`src/rtl/plic.sv`:
```
// Platform-level interrupt controller: NSRC gateways, priority arbiter and a claim/complete bus slave driving meip.
// Optional PLIC_EDGE_EN selects rising-edge gateways instead of the default level gateways.
module plic #(
  parameter int NSRC   = 8,
  parameter int PRIO_W = 3
) (
  input  logic            clk,
  input  logic            rst,
  input  logic [NSRC-1:0] irq_src,
  input  logic            mem_valid,
  input  logic [7:0]      mem_addr,
  input  logic [31:0]     mem_wdata,
  input  logic [3:0]      mem_wstrb,
  output logic [31:0]     mem_rdata,
  output logic            mem_ready,
  output logic            meip
);

  localparam int IDW = 5;
  typedef logic [IDW-1:0] id_t;

  localparam logic [5:0] W_PENDING = 6'd32;
  localparam logic [5:0] W_ENABLE  = 6'd33;
  localparam logic [5:0] W_THRESH  = 6'd34;
  localparam logic [5:0] W_CLAIM   = 6'd35;

  logic [NSRC:1][PRIO_W-1:0] prio_q, prio_d;
  logic [NSRC:0]             enable_q, enable_d;
  logic [NSRC:0]             pending_q, pending_d;
  logic [NSRC:0]             inflight_q, inflight_d;
  logic [PRIO_W-1:0]         thresh_q, thresh_d;
  logic                      acc_q;
  logic [31:0]               rd_stage_q, rd_stage_d;
  logic                      meip_q;

  logic [5:0]      word;
  logic            is_wr, is_rd;
  logic [31:0]     wmask, rd_data, merged, cid;
  logic [NSRC-1:0] trig;
  id_t             best_id;
  logic [PRIO_W-1:0] best_prio;

  assign word  = mem_addr[7:2];
  assign is_wr = mem_valid && (mem_wstrb != 4'b0000);
  assign is_rd = mem_valid && (mem_wstrb == 4'b0000);
  assign wmask = {{8{mem_wstrb[3]}}, {8{mem_wstrb[2]}}, {8{mem_wstrb[1]}}, {8{mem_wstrb[0]}}};
  assign cid   = mem_wdata & wmask;

`ifdef PLIC_EDGE_EN
  logic [NSRC-1:0] irq_prev_q;

  always_ff @(posedge clk or posedge rst) begin
    if (rst) irq_prev_q <= '0;
    else     irq_prev_q <= irq_src;
  end

  assign trig = irq_src & ~irq_prev_q;
`else
  assign trig = irq_src;
`endif

  // Strict '>' while scanning upward keeps the lowest ID on a priority tie.
  always_comb begin
    best_id   = '0;
    best_prio = '0;
    for (int i = 1; i <= NSRC; i++) begin
      if (pending_q[i] && enable_q[i] && (prio_q[i] > thresh_q) && (prio_q[i] > best_prio)) begin
        best_id   = id_t'(i);
        best_prio = prio_q[i];
      end
    end
  end

  always_comb begin
    rd_data = '0;
    for (int i = 1; i <= NSRC; i++) begin
      if (word == 6'(i)) rd_data = 32'(prio_q[i]);
    end
    case (word)
      W_PENDING: rd_data = 32'(pending_q);
      W_ENABLE:  rd_data = 32'(enable_q);
      W_THRESH:  rd_data = 32'(thresh_q);
      W_CLAIM:   rd_data = 32'(best_id);
      default:   ;
    endcase
  end

  // The addressed register's current value supplies the bytes not selected by the strobes.
  assign merged = (rd_data & ~wmask) | (mem_wdata & wmask);

  // NOTE: every always_comb output gets a default first so no path leaves it unassigned and infers a latch.
  always_comb begin
    prio_d     = prio_q;
    enable_d   = enable_q;
    pending_d  = pending_q;
    inflight_d = inflight_q;
    thresh_d   = thresh_q;
    rd_stage_d = is_rd ? rd_data : 32'd0;

    // Registered inflight gates the gateway, so a completion re-pends one edge later.
    for (int i = 1; i <= NSRC; i++) begin
      if (trig[i-1] && !inflight_q[i]) pending_d[i] = 1'b1;
    end

    if (is_wr) begin
      for (int i = 1; i <= NSRC; i++) begin
        if (word == 6'(i)) prio_d[i] = merged[PRIO_W-1:0];
        if ((word == W_CLAIM) && (cid == 32'(i)) && inflight_q[i]) inflight_d[i] = 1'b0;
      end
      if (word == W_ENABLE) enable_d = merged[NSRC:0];
      if (word == W_THRESH) thresh_d = merged[PRIO_W-1:0];
    end

    if (is_rd && (word == W_CLAIM) && (best_id != '0)) begin
      for (int i = 1; i <= NSRC; i++) begin
        if (best_id == id_t'(i)) begin
          pending_d[i]  = 1'b0;
          inflight_d[i] = 1'b1;
        end
      end
    end

    enable_d[0]   = 1'b0;
    pending_d[0]  = 1'b0;
    inflight_d[0] = 1'b0;
  end

  // NOTE: sequential state uses non-blocking assignments so every register samples pre-edge values.
  always_ff @(posedge clk or posedge rst) begin
    if (rst) begin
      // NOTE: the small priority array is reset like any other register; software expects it to read 0.
      prio_q     <= '0;
      enable_q   <= '0;
      pending_q  <= '0;
      inflight_q <= '0;
      thresh_q   <= '0;
      acc_q      <= 1'b0;
      rd_stage_q <= '0;
      mem_ready  <= 1'b0;
      mem_rdata  <= '0;
      meip_q     <= 1'b0;
    end else begin
      prio_q     <= prio_d;
      enable_q   <= enable_d;
      pending_q  <= pending_d;
      inflight_q <= inflight_d;
      thresh_q   <= thresh_d;
      acc_q      <= mem_valid;
      rd_stage_q <= rd_stage_d;
      mem_ready  <= acc_q;
      mem_rdata  <= acc_q ? rd_stage_q : 32'd0;
      meip_q     <= (best_id != '0);
    end
  end

  assign meip = meip_q;

  logic unused_ok;
  assign unused_ok = &{1'b0, mem_addr[1:0], merged};

endmodule

```
`config.mk`:
```
export PLATFORM = sky130hd
export DESIGN_NAME = plic
export DESIGN_NICKNAME = d
export VERILOG_FILES = /design/src/rtl/plic.sv
export SDC_FILE = /design/constraint.sdc
export NUM_CORES = 1
export LEC_CHECK = 0
export ABC_AREA = 1
export BUFFER_PORTS_ARGS = -buffer_cell sky130_fd_sc_hd__buf_2
export CAP_MARGIN = 10
export CORE_ASPECT_RATIO = 2
export CORE_MARGIN = 2
export CORE_UTILIZATION = 60
export DETAILED_ROUTE_END_ITERATION = 7
export GPL_TIMING_DRIVEN = 0
export PLACE_DENSITY_LB_ADDON = 0.3
export REMOVE_ABC_BUFFERS = 1
export SLEW_MARGIN = 10
export SYNTH_ARGS = -nofsm -noshare
export SYNTH_HDL_FRONTEND = slang
export SYNTH_SLANG_ARGS = --single-unit
```
`constraint.sdc`:
```
create_clock -name clk -period 20 [get_ports clk]
set_clock_uncertainty 0.1 [all_clocks]
set_input_delay 4 -clock clk [delete_from_list [all_inputs] [get_ports clk]]
set_output_delay 4 -clock clk [all_outputs]
set_load 0.005 [all_outputs]
```
==> results.txt, run 1 <==
The flow ran to the end, and the final reports show no timing, DRC or antenna violations. Of the cells placed in the final design, the portion with a size suffix greater than 1 is 15.4%. The placed instance area is 5410 sq um.

The largest single stage delay on the critical path is 0.38 ns. The final count of negative-setup-slack endpoints is 0. The height of the die is 134 um.

The proportion of netlist area held by the largest area contributor came out at 35.7%. The leakage power is 3.09 nW. The first-pass GRT wire length came out at 22400 um. The half-perimeter wire length after detailed placement is 11100 um.

The clock network latency to the later pin of the worst-skew pair came out at 0.34 ns. The number of slew-limit violations in the final report came out at 0. The most used flip-flop cell after synthesis is sky130_fd_sc_hd__dfrtp_1. The final standard cell area without fillers came out at 5690 sq um. The first routing iteration left 214 violations. In this design, the largest share of critical-path delay is due to simple AND/OR/NAND/NOR gates. Counting every instance in the synthesized netlist gives 690. The number of antenna-violating nets in the routed design is 0. The number of cells on the worst reg-to-reg path is 51. The sum of negative setup slack is 0 ns. The maximum number of buffers from clock root to sink came out at 2. The initial standard-cell utilization of the core is 61.3%. The least setup slack across all paths after layout came out at 10.20 ns. The number of buffers and inverters on the critical path is 5. The TritonCTS clock tree is done.

The share of the Yosys chip area taken by registers is 35.7%. The buffer count from post-CTS setup fixing is 0. The post-synthesis instance area is 5050 sq um. At the end of routability-driven placement, the weighted congestion stood at 0.957. Across the run, the number of max-cap violations was 0. The post-route clock period utilization came out at 49.0%. The worst max-slew margin expressed relative to the limit is 33.7%. Derived from the worst setup path, the maximum achievable clock frequency is 102 MHz. The number of hold-slack violations in the final timing report is 0. The count of yosys warnings during synthesis is 0. The layout overhead on the synthesized area is 12.8%. 89 I/O pins were placed. Using the TritonRoute via totals, the vias-per-cell ratio works out to 5.58. The worst setup path is captured at a register. The number of antenna violations at the first check in global routing came out at 0. The most common cell in the synthesized netlist is sky130_fd_sc_hd__nand2_1. The horizontal extent of the die came out at 68.8 um. The capture point of the worst path is enable_q[1]$_DFFE_PP0P_. The sequential cells in the finished layout cover a total of 1800 sq um. For this design, the CTS-stage hold fixing added 0 buffers.

The total congestion overflow after global routing is 0. Of all nets on the critical path, the largest fanout is 9. The min-delay analysis places its worst path in the category reg -> reg. The number of H-tree branching levels came out at 3. The share of async-settable or async-resettable flops after synthesis is 100%. The worst setup path is of the reg -> reg kind.

The count of flip-flops with a built-in enable after synthesis is 0. The number of cell rows is 47. The cell repeated most along the worst path is sky130_fd_sc_hd__o21ai_0. Clock tree synthesis inserted a total of 9 buffers. The arrival time of the worst setup path came out at 9.89 ns. The endpoint of the worst register-to-register path is enable_q[1]$_DFFE_PP0P_. Dividing the synthesized area by the synthesized cell count gives 7.31 sq um.

Clock-pin slew was measured on the worst setup and hold paths at 0.06 ns. The cell at the root of the clock tree is sky130_fd_sc_hd__clkbuf_16. The post-CTS resize count is 0. The total area of multi-input combinational cells is 2700 sq um. The worst setup path is launched from a register. The number of gates on the worst path with buffers counted came out at 51.

The ratio of total power to cell area came out at 86.1 nW/um^2. After synthesis, the cell types taking the most area are sky130_fd_sc_hd__dfrtp_1 (36%), sky130_fd_sc_hd__nand2_1 (12%), sky130_fd_sc_hd__ha_1 (10%). The count of clock tree sinks is 72. The detail-routed net length per standard cell is 16.3 um. The minimum setup slack among reg-to-reg paths is 10.20 ns. The count of TritonRoute iterations in the first routing pass is 5. The pre-CTS worst setup slack is 10.30 ns. The via count of the first global-routing pass is 4794. The leading area contributor after synthesis is sky130_fd_sc_hd__dfrtp_1. The total inserted antenna cells is 0. The total of flip-flops plus latches after synthesis is 72. The number of nets in the layout came out at 857. For the finished layout, the period the worst path requires is 9.80 ns.

The largest net degree at the start of global routing is 43. The overall global routing resource usage came out at 33.3%. Among all stages on the critical path, the largest delay is contributed by sky130_fd_sc_hd__dfrtp_1. The final hold slack came out at 0.341 ns.

The worst register-to-register path begins at thresh_q[2]$_DFFE_PP0P_. Setup repair after global routing left no endpoint under its margin. The maximum resistive drop on vdd came out at 0.0000760 V.

The worst-margin pin slew is 0.987 ns. The filler cells instantiated in the layout total 732. The wire length after detailed routing came out at 14000 um. The required time reported for the critical path endpoint came out at 20.09 ns. The distinct cell type count after synthesis came out at 44.

In the synthesized netlist, the cells that appear most often are sky130_fd_sc_hd__nand2_1 (168), sky130_fd_sc_hd__inv_1 (108), sky130_fd_sc_hd__dfrtp_1 (72). The detailed router placed 4824 vias in this run. The die area is 9200 sq um.

The critical path starts at thresh_q[2]$_DFFE_PP0P_. The total DRC errors in the routed layout came out at 0. The area of the core came out at 8230 sq um.

The number of port buffers came out at 63.
how the worst min path moves through the flow:
stage / cells past startpoint / slack (ns) / from / endpoint
floorplan: 2 / 0.31 / rd_stage_q[0]$_DFF_PP0_ / mem_rdata[0]$_DFF_PP0_
global placement: 2 / 0.33 / rd_stage_q[7]$_DFF_PP0_ / mem_rdata[7]$_DFF_PP0_
detailed placement: 2 / 0.33 / rd_stage_q[7]$_DFF_PP0_ / mem_rdata[7]$_DFF_PP0_
CTS: 2 / 0.34 / rd_stage_q[7]$_DFF_PP0_ / mem_rdata[7]$_DFF_PP0_
global route: 2 / 0.37 / rd_stage_q[0]$_DFF_PP0_ / mem_rdata[0]$_DFF_PP0_
finish: 2 / 0.34 / rd_stage_q[7]$_DFF_PP0_ / mem_rdata[7]$_DFF_PP0_
sequential cells by signal, summed over array words and instances, names as in the netlist:
| name | count |
|---|---|
| acc_q | 1 |
| enable_q | 8 |
| inflight_q | 8 |
| meip | 1 |
| mem_rdata | 9 |
| mem_ready | 1 |
| pending_q | 8 |
| prio_q | 24 |
| rd_stage_q | 9 |
| thresh_q | 3 |
final cells by class:
cell class                 count  area share [%]
multi-input combinational    497            47.4
sequential                    72            31.6
inverter                     117            7.80
timing repair buffer          64            5.89
clock buffer                   9            3.96
tap                           98            2.15
clock inverter                 7            1.12
placed cells by master, fill, tap and decap left out, drive strengths merged, types with 2 or more instances in the layout:
cell type,netlist,layout
o211ai,2,2
a22oi,6,6
nand3b,3,3
o22ai,2,2
nand3,40,40
a311oi,3,3
nor3,5,5
dfrtp,72,72
buf,23,64
nand4,8,8
o41ai,2,2
a31oi,4,4
clkinvlp,0,2
clkinv,2,4
conb,1,23
nand2,181,181
a211oi,2,2
a21oi,35,35
ha,41,41
clkbuf,3,9
o21ai,45,45
inv,115,118
o31ai,2,2
a221oi,4,4
nor4,4,4
nor2,75,75
and2,2,2
layer usage:
layer  GRT usage, %  routed length, um
met1           34.0               4780
met2           58.0               7620
met3           6.76                675
met4           21.2                967
met5              0                  0
worst register-to-register path, delay by kind of cell (launching register included):
family                   cells  cell delay (ns)
adder cells (fa/ha/maj)      8             2.43
AND/OR/NAND/NOR             25             3.26
buffers and inverters        5             0.56
flip-flops                   1             0.38
AO/OA/AOI/OAI               13             2.91
per-stage QoR:
| stage | std cells | util (%) | power (mW) |
|---|---|---|---|
| 2_1_floorplan | 686 | - | 0.286 |
| 3_3_place_gp | 847 | 65.4 | 0.323 |
| 3_5_place_dp | 848 | 65.7 | 0.333 |
| 4_1_cts | 864 | 69.2 | 0.489 |
| 5_1_grt | 864 | 69.2 | 0.522 |
| 6_report | 864 | 69.2 | 0.490 |
power breakdown:
part | internal (mW) | switching (mW) | total, mW
Clock | 0.0865 | 0.0707 | 0.157
Combinational | 0.0566 | 0.107 | 0.164
Sequential | 0.156 | 0.0124 | 0.169
cells by family (layout without fill, tap and decap cells):
logic type	Yosys count	in the layout	share of synthesized area, %
adder cells (fa/ha/maj)	41	41	10.2
AO/OA/AOI/OAI	113	113	13.0
AND/OR/NAND/NOR	320	320	28.7
buffers and inverters	143	197	12.4
other	1	23	0.0743
flip-flops	72	72	35.7
(Power assumes the default switching activity.)
==> inputs of run 2 (changes only) <==
--- a/config.mk
+++ b/config.mk
@@ -10,7 +10,7 @@
 export CAP_MARGIN = 10
 export CORE_ASPECT_RATIO = 2
 export CORE_MARGIN = 2
-export CORE_UTILIZATION = 60
+export CORE_UTILIZATION = 57
 export DETAILED_ROUTE_END_ITERATION = 7
 export GPL_TIMING_DRIVEN = 0
 export PLACE_DENSITY_LB_ADDON = 0.3
==> constraint.sdc (replaced) <==
create_clock -name clk -period 9.6 [get_ports clk]
set_clock_uncertainty 0.1 [all_clocks]
set_input_delay 1.92 -clock clk [delete_from_list [all_inputs] [get_ports clk]]
set_output_delay 1.92 -clock clk [all_outputs]
set_load 0.005 [all_outputs]
==> run 2 against run 1 <==
Hold slack got worse by 0.0069 ns; non-clock buffer count is 6 higher; core utilization shrank 1.4 points; final cell count up 0.93%; first-iteration DRC count is 34% higher; clock-buffer cell count unchanged; flip-flop and latch count is the same; critical path type unchanged; via count grew 1.4%; global-route usage down 2.4 points; sequential share of layout area shrank 0.65 points; largest cell class unchanged; critical path depth is 4 higher.
==> results.txt, run 2 (synthesis gave the netlist of run 1 again) <==
The category of the worst setup path capture point is a register. STA puts the critical path data required time at 9.72 ns. In the final layout, the registers with the most flip-flops are prio_q x24, mem_rdata x9, rd_stage_q x9.

The number of buffers and inverters on the critical path is 3. The number of cells in the design after placement came out at 850. The number of buffers inserted for hold repair after clock tree synthesis is 0. The maximum clock frequency came out at 111 MHz. In the final design database the tool counted 863 nets. The via count of the first global-routing pass came out at 4933. The flow ran to the end, and the final reports show no timing, DRC or antenna violations. For this configuration, the core starts out at a cell density of 58.8%. The final hold slack is 0.334 ns. The worst-margin pin slew is 1.11 ns. The critical path is of the reg -> reg type.

The library cell used most frequently in the layout, excluding fill and tap cells, is sky130_fd_sc_hd__nand2_1. The fraction of final layout cells sized beyond drive strength 1 is 17.4%. The first-pass GRT wire length came out at 22700 um. The pre-CTS worst setup slack came out at -0.396 ns. The area occupied by registers is 1800 sq um. The number of H-tree branching levels is 3. The first detailed-routing pass ran for 7 iterations. The floorplan has 48 rows. Relative to the synthesized area, the layout overhead comes to 15.3%. The count of clock tree sinks is 72. In the routed design, unresolved DRC markers number 0. The count of vias placed by the detailed router is 4893. For this design the ratio of total power to cell area is 181 nW/um^2.

The height of the die came out at 137 um. The total congestion overflow after global routing came out at 0. In the layout the commonest cells are sky130_fd_sc_hd__nand2_1 (167), sky130_fd_sc_hd__inv_1 (105), sky130_fd_sc_hd__dfrtp_1 (71). After clock tree synthesis, the clock-pin slew on the worst setup and hold paths is 0.06 ns. The clock passes through at most 2 buffers.

Counting the buffers created by CTS gives 9. The kind of path behind the tightest hold check is reg -> reg. The cell at the root of the clock tree is sky130_fd_sc_hd__clkbuf_16. Setup violations remaining at the end of the flow were counted as 0. The arrival time of the worst setup path came out at 9.14 ns. The area of the core came out at 8590 sq um.

The die covers 9670 sq um. The count of maximum capacitance violations came out at 0. The die is 70.5 um wide.

The worst setup path is launched from a register. The least setup slack across all paths after layout came out at 0.573 ns. Summed over all layers, the routed wires come to 14500 um. Summed over all nets, the half-perimeter wirelength after detailed placement is 11200 um. By instance count, the cell type seen most on the critical path is sky130_fd_sc_hd__nand2_1. The worst path uses 94.0% of the clock period.

The top-level I/O count is 89. The register with the most flip-flops is prio_q. The number of hold-slack violations in the final timing report came to 0. The number of slew-limit violations in the final report came out at 0.

The post-layout minimum cycle time is 9.03 ns. The highest net fanout along the worst path is 10. The flip-flop count of the largest register after layout is 24. The final instance count without filler cells is 872. Entering global routing, the biggest net connects 52 pins.

The number of inserted filler cells in the final layout came out at 743. The maximum resistive drop on vdd is 0.000142 V. The overall global routing resource usage is 30.9%. The largest single stage delay on the critical path is 0.55 ns.

The number of antenna violations at the first check in global routing is 0. The total inserted antenna cells is 0. The number of DRC markers after the initial detailed-route iteration is 287. The worst max-slew margin expressed relative to the limit is 25.0%.

The via density per instance is 5.61. The number of antenna-violating nets in the routed design came out at 0. The routability congestion estimate from global placement came out at 0.930. The master of the slowest instance on the critical path is sky130_fd_sc_hd__dfrtp_2.

The clock network latency to the later pin of the worst-skew pair is 0.34 ns. After detailed routing, the average wire length per cell comes to 16.6 um. The total area of multi-input combinational cells is 2750 sq um. The final cell utilization of the core came out at 67.7%. The kind of cell adding the most delay to the critical path is simple AND/OR/NAND/NOR gates. For this design the static power due to leakage is 3.12 nW. The TritonCTS clock tree is done.

The number of port buffers is 63.
## run 2: changes by cell type in the layout (fill, tap and decap cells not counted), sizes merged
| cell | previous run | this run |
|---|---|---|
| buf | 64 | 70 |
| bufinv | 0 | 1 |
| clkinvlp | 2 | 4 |
| inv | 118 | 115 |
## run 2: repair_timing
| action | in CTS | in global routing |
|---|---|---|
| setup buffers | 2 | 4 |
| pin swaps | 0 | 2 |
| setup endpoints to repair | 47 | 51 |
| gates resized for setup | 6 | 13 |
## run 2: power breakdown
part | total, mW | switching [mW] | internal, mW
Clock | 0.343 | 0.139 | 0.204
Sequential | 0.353 | 0.0265 | 0.326
Combinational | 0.360 | 0.232 | 0.128
Total | 1.06 | 0.398 | 0.657
## run 2: metrics by stage
stage	area [sq um]	power (mW)	TNS, ns
floorplan	4940	0.595	0
global route	5820	1.12	-0.172
finish	5820	1.06	0
CTS	5750	1.04	0
detailed placement	5420	0.691	-10.53
global placement	5390	0.671	0
## run 2: layer usage
metal	share of wire, %	wire [um]	GRT usage (%)	vias to the layer above
met4	9.1	1320	26.3	0
met3	5.9	854	5.01	91
met5	0	0	0	-
li1	-	-	-	2352
met1	32	4690	29.7	2225
met2	53	7630	55.8	225
## run 2: final timing paths
check,from,to,slack [ns],cells after the start
min,rd_stage_q[4]$_DFF_PP0_,mem_rdata[4]$_DFF_PP0_,0.33,2
max,thresh_q[0]$_DFFE_PP0P_,prio_q[1]$_DFFE_PP0P_,0.57,55
max reg2reg,thresh_q[0]$_DFFE_PP0P_,prio_q[1]$_DFFE_PP0P_,0.57,55
min reg2reg,rd_stage_q[4]$_DFF_PP0_,mem_rdata[4]$_DFF_PP0_,0.33,2
max in group asynchronous,rst,inflight_q[2]$_DFF_PP0_,7.41,3
min in group asynchronous,rst,mem_rdata[1]$_DFF_PP0_,1.43,2
## run 2: tightest hold or removal path, cell delays in order, from the launching register on
cell and delay, ns:
sky130_fd_sc_hd__dfrtp_1 0.32, sky130_fd_sc_hd__nand2_1 0.05, sky130_fd_sc_hd__inv_1 0.04
## run 2: cell type report
class / instances / area share [%]
tap: 100 / 2.15
sequential: 72 / 31.0
multi-input combinational: 497 / 47.2
inverter: 117 / 7.76
clock inverter: 7 / 1.35
clock buffer: 9 / 3.87
timing repair buffer: 70 / 6.67
